==> src/rtl/dispatch_queue.sv <==
// Decode-to-issue dispatch queue: in-order circular FIFO with faulted-head
// interception and instruction id sequence checking.
package C;
  typedef logic [7:0] id_t;
  typedef struct packed {
    logic        valid;
    logic [31:0] si;
    id_t         id;
    logic        fault;
  } di_t;
endpackage

module dispatch_queue #(
  parameter  int unsigned DEPTH = 4,
  localparam int unsigned PTR_W = $clog2(DEPTH)
) (
  input  logic                     clk,
  input  logic                     rstn,
  input  logic [$bits(C::di_t)-1:0] di_i,
  input  logic                     di_i_valid,
  output logic                     di_i_ready,
  input  logic                     flush_i,
  output logic [$bits(C::di_t)-1:0] issue_o,
  output logic                     issue_valid_o,
  input  logic                     issue_ready_i,
  output logic                     fault_o,
  output logic [$bits(C::id_t)-1:0] fault_id_o,
  input  logic                     fault_ack_i,
  output logic [PTR_W:0]           count_o,
  output logic                     seq_err_o
);

  typedef enum logic {RUN, FAULT} state_t;

  localparam logic [PTR_W:0] FULL = DEPTH[PTR_W:0];

  state_t           state_q, state_d;
  C::di_t           mem [DEPTH];
  logic [PTR_W-1:0] wptr_q, rptr_q;
  logic [PTR_W:0]   count_q;
  logic             resync_q;
  C::id_t           next_id_q;
  logic             seq_err_q;
  C::id_t           fault_id_q;
  C::di_t           din, head;
  logic             head_valid, push, pop, clear;

  assign din        = di_i;
  assign head       = mem[rptr_q];
  assign head_valid = (count_q != '0);

  always_comb begin
    state_d       = state_q;
    di_i_ready    = 1'b0;
    issue_valid_o = 1'b0;
    clear         = 1'b0;
    unique case (state_q)
      RUN: begin
        di_i_ready    = (count_q < FULL) && !flush_i;
        issue_valid_o = head_valid && !head.fault && !flush_i;
        if (head_valid && head.fault) state_d = FAULT;
      end
      FAULT: begin
        if (fault_ack_i) begin
          clear   = 1'b1;
          state_d = RUN;
        end
      end
    endcase
    // Flush overrides everything, including a concurrent fault acknowledge.
    if (flush_i) begin
      clear   = 1'b1;
      state_d = RUN;
    end
  end

  assign push = di_i_valid && di_i_ready;
  assign pop  = issue_valid_o && issue_ready_i;

  always_ff @(posedge clk or negedge rstn) begin
    if (!rstn) begin
      state_q    <= RUN;
      wptr_q     <= '0;
      rptr_q     <= '0;
      count_q    <= '0;
      resync_q   <= 1'b1;
      next_id_q  <= '0;
      seq_err_q  <= 1'b0;
      fault_id_q <= '0;
    end else begin
      state_q <= state_d;
      if (clear) begin
        wptr_q     <= '0;
        rptr_q     <= '0;
        count_q    <= '0;
        resync_q   <= 1'b1;
        fault_id_q <= '0;
      end else begin
        if (push) wptr_q <= wptr_q + 1'b1;
        if (pop)  rptr_q <= rptr_q + 1'b1;
        if (push && !pop)      count_q <= count_q + 1'b1;
        else if (pop && !push) count_q <= count_q - 1'b1;
        if (push) begin
          if (!resync_q && (din.id != next_id_q)) seq_err_q <= 1'b1;
          next_id_q <= din.id + 1'b1;
          resync_q  <= 1'b0;
        end
        // Head cannot move while faulted, so its id is captured once on entry.
        if (state_q == RUN && state_d == FAULT) fault_id_q <= head.id;
      end
    end
  end

  always_ff @(posedge clk) begin
    if (push) mem[wptr_q] <= din;
  end

  assign issue_o    = head_valid ? head : '0;
  assign fault_o    = (state_q == FAULT);
  assign fault_id_o = fault_id_q;
  assign count_o    = count_q;
  assign seq_err_o  = seq_err_q;

endmodule

==> config.mk <==
export PLATFORM = sky130hd
export DESIGN_NAME = dispatch_queue
export DESIGN_NICKNAME = d
export VERILOG_FILES = /design/src/rtl/dispatch_queue.sv
export SDC_FILE = /design/constraint.sdc
export NUM_CORES = 1
export LEC_CHECK = 0
export ABC_AREA = 1
export ABC_CLOCK_PERIOD_IN_PS = 4900
export CAP_MARGIN = 20
export CORE_AREA = 10 10 152 154
export CTS_BUF_LIST = sky130_fd_sc_hd__clkbuf_16
export DETAILED_ROUTE_END_ITERATION = 10
export DIE_AREA = 0 0 162 164
export PLACE_DENSITY = 0.56
export SETUP_SLACK_MARGIN = 0.3
export SYNTH_ARGS = -nofsm -noshare
export SYNTH_HDL_FRONTEND = slang
export SYNTH_SLANG_ARGS = --single-unit
==> constraint.sdc <==
create_clock -name clk -period 4.9 [get_ports clk]
set_input_delay 0.98 -clock clk [delete_from_list [all_inputs] [get_ports clk]]
set_output_delay 0.98 -clock clk [all_outputs]
set_load 0.01 [all_outputs]
Word-level counts from Yosys, hierarchy flattened

Memories as Yosys holds them, arrays and structs flattened.
Index checks and enable logic that the tools add are counted.

$lt $le $gt $ge: 1
Equal/unequal tests: 1
Bitwise gates (word level): 2
Reduce and logical (&&, ||, !) cells: 22
Add/sub/neg operators: 5
Multiplexer cells: 23

Operators with widths:

| operator            | number |
|---|---|
| $mux 42             | 1 |
| $mux 8              | 2 |
| $mux 1              | 12 |
| $logic_and 1x1->1   | 10 |
| $mux 3              | 3 |
| $add 8x1->8 const B | 1 |
| $mux 2              | 4 |
| $ne 8x8->1          | 1 |
| $reduce_bool 2->1   | 3 |
| $reduce_bool 3->1   | 2 |
| $logic_not 1->1     | 5 |
| $add 2x1->2 const B | 2 |
| $add 3x1->3 const B | 1 |
| $lt 3x3->1 const B  | 1 |
| $reduce_and 3->1    | 1 |
| $sub 3x1->3 const B | 1 |
| $not 1->1           | 2 |
| $pmux 1 s2          | 1 |
| $reduce_and 2->1    | 1 |

Bits of input ports: 48
Output and inout bits: 57
Memories kept: 1
RAM bits: 168
Register bits: 26

Memory list:

| memory | depth | width | read ports | clocked after Yosys merged registers in | write ports | line | text |
|---|---|---|---|---|---|---|---|
| mem    | 4     | 42    | 1          | 0                                       | 1           | 38   | `C::di_t mem [DEPTH];` |

Logic depth before layout (Yosys ltp)

An unclocked memory read counts as a cell.

Depth after elaboration: 10
Gate-level depth with buffers: 12

Least setup slack after synthesis

Ideal clock, no wire load.

Path type: input-to-reg
Start: input flush_i
End: memory mem[0][0] in the netlist's numbering, enable pin
Path slack: 1112 ps
Stages: 6
Data required time: 4459 ps
Arrival time: 3347 ps
Setup time: 441 ps
Cells stage by stage: inv_2 -> nand2_2 -> nor2_2 -> nand2_2 -> buf_2 -> nor2_1

Longest elaborated chain between the ends: 6

RTL lines:

| item                         | line | text |
|---|---|---|
| from (decl)                  | 22   | `input logic flush_i,` |
| $logic_not 1->1              | 59   | `di_i_ready = (count_q < FULL) && !flush_i;` |
| $logic_and 1x1->1            | 59   |  |
| $mux 1                       | 57   | `unique case (state_q)` |
| net di_i_ready               | 21   | `output logic di_i_ready,` |
| $logic_and 1x1->1            | 77   | `assign push = di_i_valid && di_i_ready;` |
| $mux 1                       | 115  | `if (push) mem[wptr_q] <= din;` |
| $mux 1 (not written as such) | 115  |  |
| to (decl)                    | 38   |  |

The timed path passes the listed nets, and every way through them passes these cells.

Final worst setup path

Start: register rptr_q[1]
End: output issue_o[41] in the netlist's numbering

Longest elaborated chain between the ends: 2

RTL lines:

| item                   | line | text |
|---|---|---|
| from (decl)            | 39   | `logic [PTR_W-1:0] wptr_q, rptr_q;` |
| from (signal assigned) | 100  | `if (pop) rptr_q <= rptr_q + 1'b1;` |
| $mem_v2 4x42           | n/a  |  |
| $mux 42                | 118  | `assign issue_o = head_valid ? head : '0;` |
| to (decl)              | 23   | `output logic [$bits(C::di_t)-1:0] issue_o,` |

No other way between the ends.

==> results.sh <==
export IMPL_numCtsBuffers=17
export IMPL_power_density_mw_per_mm2=480
export IMPL_slew_headroom_pct=46.9
export IMPL_cp_data_required_time_ns=3.92
export IMPL_drc=0
export IMPL_grt_setup_unrepaired="no"
export IMPL_layout_nets=801
export IMPL_fp_coreArea_mm2=0.0200
export IMPL_crit_path_cell_trace="buf_4 > inv_2 > buf_4 > nor2_1 > o21ai_0 > a21oi_1 > clkdlybuf4s50_1"
export IMPL_setup_tns_ns=0
export IMPL_synth_area_per_cell_um2=12.3
export IMPL_period_minus_slack_ns=4.01
export IMPL_gp_congestion=0.742
export IMPL_ys_seq_area_share_pct=72.0
export IMPL_path_max_fanout=37
export IMPL_path_buf_inv=4
export IMPL_final_hold_viol_count=0
export IMPL_clk_pin_slew_worst_paths_ns=0.07
export IMPL_critPathLaunchType="flop"
export IMPL_synthToLayoutAreaGrowth_pct=24.8
export IMPL_fin_crit_sh_pct=81.9
export IMPL_cts_tree="yes"
export IMPL_cts_buffer_depth=2
export IMPL_p_leak_nw=3.47
export IMPL_outcome="finished clean"
export IMPL_firstDrtPassIters=4
export IMPL_post_route_util_pct=49.3
export IMPL_cts_root_buf="clkbuf_16"
export IMPL_ys_warn_count=0
export IMPL_synthArstFlopShare_pct=13.4
export IMPL_overflow=0
export IMPL_antenna_found_initial=1
export IMPL_cts_hold_buf=0
export IMPL_initial_core_util_pct=39.5
export IMPL_htreeDepth=4
export IMPL_vdd_ir_drop_max_mv=0.409
export IMPL_clock_latency_ns=0.42
export IMPL_grt_max_degree=61
export IMPL_drtIter0Drc=317
export IMPL_die_w_um=162
export IMPL_max_freq_ghz=0.249
export IMPL_finalSetupViolations=0
export IMPL_io_pins=105
export IMPL_synth_area_mm2=0.00791
export IMPL_ant_nets=0
export IMPL_grt_pass1_wl_mm=28.4
export IMPL_drv_cap=0
export IMPL_design_die_area_mm2=0.0266
export IMPL_final_setup_skew_ns=0.00726
export IMPL_postCtsSetupRepairBufs=0
export IMPL_grt_pass1_vias=5165
export IMPL_crit_path_top_delay_cell="clkdlybuf4s50_1"
export IMPL_synth_fp_nets=699
export IMPL_rows=52
export IMPL_layout_setup_ws_ns=0.887
export IMPL_portBuffers=104
export IMPL_timing_worst_setup_path_type="flop to primary output"
export IMPL_arrival_ns=3.03
export IMPL_worstMarginPinSlew_ns=0.794
export IMPL_netlist_instances=645
export IMPL_synth_edf_count=168
export IMPL_synth_ff_type="edfxtp_1"
export IMPL_slew_violations=0
export IMPL_ys_seq_elements=194
export IMPL_max_stage_delay_ns=0.62
export IMPL_dp_hpwl_mm=11.4
export IMPL_clock_sinks=194
export IMPL_crit_path_frequent_cell="buf_4"
export IMPL_drive_above_1_share_pct=9.08
export IMPL_worstSetupEndpointType="primary output"
export IMPL_track_usage_pct=13.7
export IMPL_wl_per_cell_um=17.7
export IMPL_die_h_um=164
export IMPL_via_per_inst=4.93
export IMPL_preCtsSetupSlack_ns=1.31
export IMPL_holdCritPathClass="flop to flop"
export IMPL_yosys_cell_types_count=35
export IMPL_cts_resized=0
export IMPL_vias=5082
export IMPL_cpLargestDelayFamily="buffers and inverters"
export IMPL_power_mw=4.74
export IMPL_drt_wl_total_mm=18.2
==> layout make-up <==
type / count / area [um^2]
fill: 1793 / 10200
sequential: 194 / 5700
multi-input combinational: 395 / 1990
timing repair buffer: 118 / 1150
clock buffer: 17 / 425
tap: 270 / 338
clock inverter: 15 / 190
inverter: 21 / 78.8
antenna: 1 / 2.50
==> where the power goes <==
group          switching, mW  internal (mW)
clock                  0.583          0.850
combinational          0.678          0.557
sequential            0.0883           1.98
==> Yosys cell counts (4+ instances only) <==
cell	instances	area, um^2
nand4_1	4	25.0
dfrtp_1	25	626
nor2_1	154	578
nand3_1	13	65.1
buf_2	17	85.1
inv_2	6	22.5
inv_1	15	56.3
nand2_1	50	188
o21ai_0	63	315
ha_1	5	62.6
a21oi_1	42	210
o21ai_1	24	120
edfxtp_1	168	5040
clkbuf_1	11	41.3
a32o_1	6	60.1
xnor2_1	9	78.8
xor2_1	4	35.0
==> layer usage <==
metal / routed length, um / global-route usage (%) / up-vias
li1: - / - / 2467
met1: 8410 / 17.7 / 2472
met2: 8520 / 21.8 / 133
met3: 1140 / 4.61 / 10
met4: 141 / 3.35 / 0
met5: 0 / 0 / -
==> worst min-delay path: cells and delay by family, from the launching register on <==
| kind | cells | cell delay, ns |
|---|---|---|
| flip-flops | 1 | 0.37 |
| AND/OR/NAND/NOR | 2 | 0.10 |
==> path summary, 6_finish.rpt <==
kind,endpoint,startpoint,cells past startpoint,slack (ns)
min in group asynchronous,count_o[2],rstn,2,0.93
setup reg to reg,count_o[2],rptr_q[0],13,2.27
max in group asynchronous,resync_q,rstn,2,3.66
setup / recovery,issue_o[41],rptr_q[1],7,0.89
hold reg to reg,resync_q,resync_q,2,0.47
hold / removal,resync_q,resync_q,2,0.47
==> per-stage QoR <==
step                cell area (um^2)  hold WS (ns)  std cells
CTS                             9870         0.467       1030
floorplan                       7910         0.441        645
detailed placement              9250         0.457        998
finish                          9870         0.467       1031
global placement                9250         0.454        998
global route                    9870         0.494       1030
==> registers in the layout, indices dropped and copies added, names as in the netlist <==
name and count:
resync_q 1, next_id_q 8, rptr_q 2, fault_o 1, wptr_q 2, seq_err_o 1, fault_id_o 8, mem 168
count_o 3
==> kinds of logic (layout without fill, tap and decap cells) <==
group,after synthesis,in the layout,share of synthesized area (%)
buffers and inverters,56,171,3.16
AO/OA/AOI/OAI,142,142,9.68
XOR/XNOR,13,13,1.44
AND/OR/NAND/NOR,234,234,12.6
flip-flops,194,194,72.0
other,0,1,0
adder cells (fa/ha/maj),6,6,1.04
==> placed cells by master, fill, tap and decap left out, types with 3 or more instances in the layout <==
cell type and instances:
buf_4 14, o21ai_1 24, inv_1 16, ha_1 5, clkbuf_16 17, clkinv_4 3, bufinv_16 4, a21oi_1 42
xnor2_1 9, nand2_4 3, clkinv_1 3, edfxtp_1 168, nand4_1 4, xor2_1 4, nand3_1 13, a32o_1 6
nand2_1 50, nor2_1 150, inv_2 6, o21ai_0 63, dfrtp_1 23, clkdlybuf4s50_1 104, nor2_4 6
Power figures use the tool's default switching activity.
==> RTL edit 1, RTL diff (same flow settings) <==
`DEPTH`: 4 -> 2.
--- a/src/rtl/dispatch_queue.sv
+++ b/src/rtl/dispatch_queue.sv
@@ -11,7 +11,7 @@
 endpackage
 
 module dispatch_queue #(
-  parameter  int unsigned DEPTH = 4,
+  parameter  int unsigned DEPTH = 2,
   localparam int unsigned PTR_W = $clog2(DEPTH)
 ) (
   input  logic                     clk,
Interface: changed (resized count_o); port bits go from 105 to 104. The function was not compared with the original's and may differ.
==> RTL edit 1 against the unedited design <==
- synthesized area decreased by 45%
- power decreased by 43%
- sequential cell count decreased by 87
- design area decreased by 39%
- via count decreased by 42%
- non-clock buffer count decreased by 11
- routed wire length decreased by 37%
- worst setup slack improved by 0.48 ns
- largest power group unchanged
==> RTL edit 1: results (changes against the unedited design) <==
status=finished, final reports clean; DRC marker count from the first detailed-route iteration=148 (-53%); Async S/R FF share, synth=0.2150 (+0.08093); Seq/Total Area, Yosys=0.7073 (-0.01299); number of buffers added by the clock tree synthesis step=9 (-8); amount of wire on met2 after detailed routing=5323 microns (-38%); Post-Place Cell Area=5722 sq um (-38%); distinct cell type count after synthesis=29 (-17%); slowest stage cell on the critical path=sky130_fd_sc_hd__dfrtp_2; compound-gate portion of the synthesized area=0.06882 (-0.02800); number of synthesized flops with an enable pin=84 (-50%); most common library cells after synthesis=sky130_fd_sc_hd__nand2_1, sky130_fd_sc_hd__edfxtp_1, sky130_fd_sc_hd__a21oi_1, sky130_fd_sc_hd__dfrtp_1, sky130_fd_sc_hd__nor2_1; startpoint of the worst register-to-register path=fault_o; fraction of met2 tracks used by global routing=0.1316 (-0.08667); family of cells with the greatest summed delay on the critical path=flip-flops; pin count of the biggest net entering global routing=45 (-26%); met3 capacity usage during global routing=0.03054 (-0.01552); worst slew margin relative to its limit=0.3502 (-0.1192); internal power consumption=1.875 mW (-45%); met1 track demand over resource=0.1061 (-0.07139); adder-cell area share of the yosys netlist=0.002856 (-0.007586); Antenna Cells=0 (-1); fin nets=513 (-36%); clk_lat worst skew=0.35 ns (-0.07 ns); Reg2Reg Capture Point=mem[0][12]; # H-tree levels=3 (-1); worst supply voltage drop on vdd=0.1584 mV (-61%); number of instances in the placed design=722 (-28%); share of synthesized area spent on multiplexers=0.01828 (+0.01828); end point of the critical path=issue_valid_o; wire length the detailed router placed on met1=5064 microns (-40%); worst reg2reg path depth=6 (-7); detailed-route wire length=11440 microns (-37%); biggest fanout along the worst timing path=44 (+19%); total nets after synthesis=411 (-41%); Final Hold Slack=0.4669 ns (-0.0001020 ns); Final Critical Period=3.536 ns (-0.4769 ns); number of global-route vias before repair=3004 (-42%); leakage power=2.143 nW (-38%); max reg flops=84 (-50%); share of final-layout standard cells stronger than drive strength 1=0.09595 (+0.005159); data arrival time of the critical path=2.56 ns (-0.47 ns); final estimated routing congestion in global placement=0.7913 (+6.7%); setup slack at placement=1.446 ns (+0.1352 ns); worst setup path startpoint=rptr_q; antenna violations before repair=0 (-1); share of the synthesized netlist area taken by xor and xnor gates=0.02599 (+0.01159); met3 wirelength from detailed routing=842 microns (-26%); average wire per standard cell=15.48 microns (-12%); cells after synthesis=362 (-44%); first-pass GRT wire length=17480 microns (-39%); port bufs=103 (-0.96%); post-detail-place hpwl=7869 microns (-31%); Tot GR Track Use=0.08550 (-0.05171); worst clock skew=0.009367 ns (+0.002107 ns)
-- RTL edit 1: power by group through the flow --
stage	sequential, mW	clock (mW)	combinational, mW
after floorplan	1.20	0	0.405
after global placement	1.21	0	0.850
after detailed placement	1.22	0	0.860
after CTS	1.20	0.693	0.864
after global routing	1.21	0.724	0.945
final	1.19	0.665	0.860
-- RTL edit 1: worst register-to-register path, stage by stage (launching register included) --
cell and delay, ns:
sky130_fd_sc_hd__dfrtp_1 0.44, sky130_fd_sc_hd__inv_2 0.08, sky130_fd_sc_hd__nand2_1 0.07, sky130_fd_sc_hd__nor2_2 0.10, sky130_fd_sc_hd__nand2_1 0.50, sky130_fd_sc_hd__nor2_4 0.62
sky130_fd_sc_hd__buf_12 0.28
-- RTL edit 1: layout make-up --
class / instances / area, sq um
fillers: 2081 / 14030
flip-flops and latches: 107 / 3100
multi-input cells: 225 / 1160
repair buffers: 107 / 1086
well taps: 270 / 337.8
clock buffers: 9 / 225.2
inverters: 14 / 57.56
clock inverters: 7 / 41.29
==> RTL edit 2, RTL diff (config.mk and constraints unchanged) <==
Without the edit above. Register the output `fault_o`, with the module's reset; this adds one clock of latency there. The other outputs are not delayed to match.
--- a/src/rtl/dispatch_queue.sv
+++ b/src/rtl/dispatch_queue.sv
@@ -116,7 +116,13 @@
   end
 
   assign issue_o    = head_valid ? head : '0;
-  assign fault_o    = (state_q == FAULT);
+  always_ff @(posedge clk or negedge rstn) begin
+    if (!rstn) begin
+      fault_o <= '0;
+    end else begin
+      fault_o <= (state_q == FAULT);
+    end
+  end
   assign fault_id_o = fault_id_q;
   assign count_o    = count_q;
   assign seq_err_o  = seq_err_q;
Function: changed (Yosys sat finds a counterexample within 4 cycles, from zero or initial values and one cycle with rstn low).
==> RTL edit 2 against the unedited design <==
- routed wire length rose by 0.87%
- design area grew 0.62%
- clock power increased by 3%
- count of clock-buffer cells in the layout unchanged
- via count grew 0.69%
- critical path depth decreased by 1
- die area is the same
- worst setup slack better by 0.24 ns
- synthesized area increased by 0.32%
- sequential power is essentially flat
- core utilization increased by 0.31 points
- sequential cell count increased by 1
- power rose by 1.6%
- critical path type unchanged
- critical endpoint is now issue_o[3]
- largest power group unchanged
==> RTL edit 2: results (changes against the unedited design) <==
number of pins with negative max-slew slack in the final report=0 (unchanged); Worst-Margin Slew=0.9460 ns (+0.1519 ns); register ranked first by flip-flop count=mem; top post-synthesis cells by area=sky130_fd_sc_hd__edfxtp_1, sky130_fd_sc_hd__dfrtp_1, sky130_fd_sc_hd__nor2_1; fin nets=802 (+0.12%); antenna violations before repair=0 (-1); # resized after CTS=0 (unchanged); worst clock skew=0.009525 ns (+0.002265 ns); data arrival time of the critical path=2.80 ns (-0.23 ns); leakage power=3.489 nW (+0.63%); status=finished, final reports clean; detailed-route wire length=18370 microns (+0.87%); Seq/Total Area, Yosys=0.7212 (+0.0008822); distinct cell type count after synthesis=35 (unchanged); Tot GR Track Use=0.1404 (+0.003195); Vias/cell=4.963 (+0.69%); count of TritonRoute iterations in the first routing pass=5 (+1); biggest fanout along the worst timing path=84 (+130%); largest buffer count on any clock path=2 (unchanged); Filler cells=1797 (+0.22%); port bufs=104 (unchanged); Async S/R FF share, synth=0.1385 (+0.004441); amount of wire on met2 after detailed routing=8658 microns (+1.6%); max reg flops=168 (unchanged); DRC marker count from the first detailed-route iteration=251 (-21%); met3 wirelength from detailed routing=1347 microns (+18%); number of hold-repair buffers added at the cts stage=0 (unchanged); sw frac=0.2882 (+0.003287); first-pass GRT wire length=29210 microns (+2.7%); post-detail-place hpwl=11360 microns (-0.15%); total nets after synthesis=700 (+0.14%); slowest stage cell on the critical path=sky130_fd_sc_hd__buf_4; wire length the detailed router placed on met1=8183 microns (-2.7%); number of global-route vias before repair=5375 (+4.1%); Worst path max stage delay=0.74 ns (+0.12 ns); share of final-layout standard cells stronger than drive strength 1=0.09461 (+0.003823); worst supply voltage drop on vdd=0.2508 mV (-39%); final estimated routing congestion in global placement=0.7598 (+2.5%); Antenna Cells=0 (-1); pin count of the biggest net entering global routing=85 (+39%)
==> RTL edit 2: cell types whose count changed after synthesis, sizes merged <==
cell / before / now
dfrtp: 25 / 26
==> RTL edit 2: final cells by class <==
| cell class | count | share of cell area |
|---|---|---|
| flip-flops and latches | 195 | 0.5763 |
| inverters | 21 | 0.007936 |
| repair buffers | 118 | 0.1179 |
| multi-input cells | 395 | 0.2005 |
| clock buffers | 17 | 0.04283 |
| well taps | 270 | 0.03401 |
| clock inverters | 15 | 0.02053 |
==> RTL edit 2: cell families after synthesis <==
family | Yosys count | share of synthesized area
buf+inv | 56 | 0.03154
fa+ha+maj | 6 | 0.01041
xor+xnor | 13 | 0.01435
compound gates | 142 | 0.09652
simple gates | 234 | 0.1260
flops | 195 | 0.7212
==> RTL edit 2: per-stage QoR <==
| step | setup WS (ns) | utilization | cell area [sq um] | std cells |
|---|---|---|---|---|
| floorplan | 1.112 | - | 7934 | 646 |
| global placement | 1.469 | 0.4643 | 9304 | 999 |
| detailed placement | 1.467 | 0.4643 | 9304 | 999 |
| CTS | 1.075 | 0.4957 | 9933 | 1031 |
| global route | 0.8475 | 0.4957 | 9933 | 1031 |
| finish | 1.124 | 0.4957 | 9933 | 1031 |
==> RTL edit 2: worst paths after layout <==
path,startpoint,to,slack [ns],cells after the start
hold reg to reg,state_q,fault_o,0.46,0
max in group asynchronous,rstn,resync_q,3.67,2
setup / recovery,rptr_q[0],issue_o[3],1.12,6
hold / removal,state_q,fault_o,0.46,0
min in group asynchronous,rstn,fault_id_o[0],0.93,2
setup reg to reg,rptr_q[1],count_o[2],2.45,11
==> RTL edit 2: power by group through the flow <==
stage / combinational (mW) / clock [mW] / sequential, mW
6_report: 1.28 / 1.47 / 2.07
5_1_grt: 1.41 / 1.57 / 2.08
4_1_cts: 1.31 / 1.49 / 2.07
3_5_place_dp: 1.30 / 0 / 2.10
3_3_place_gp: 1.28 / 0 / 2.10
2_1_floorplan: 0.617 / 0 / 2.11
==> RTL edit 2: layer usage <==
layer	global-route usage	up-vias
met5	0	-
met3	0.04355	14
met2	0.2259	146
li1	-	2466
met1	0.1791	2491
met4	0.04094	0
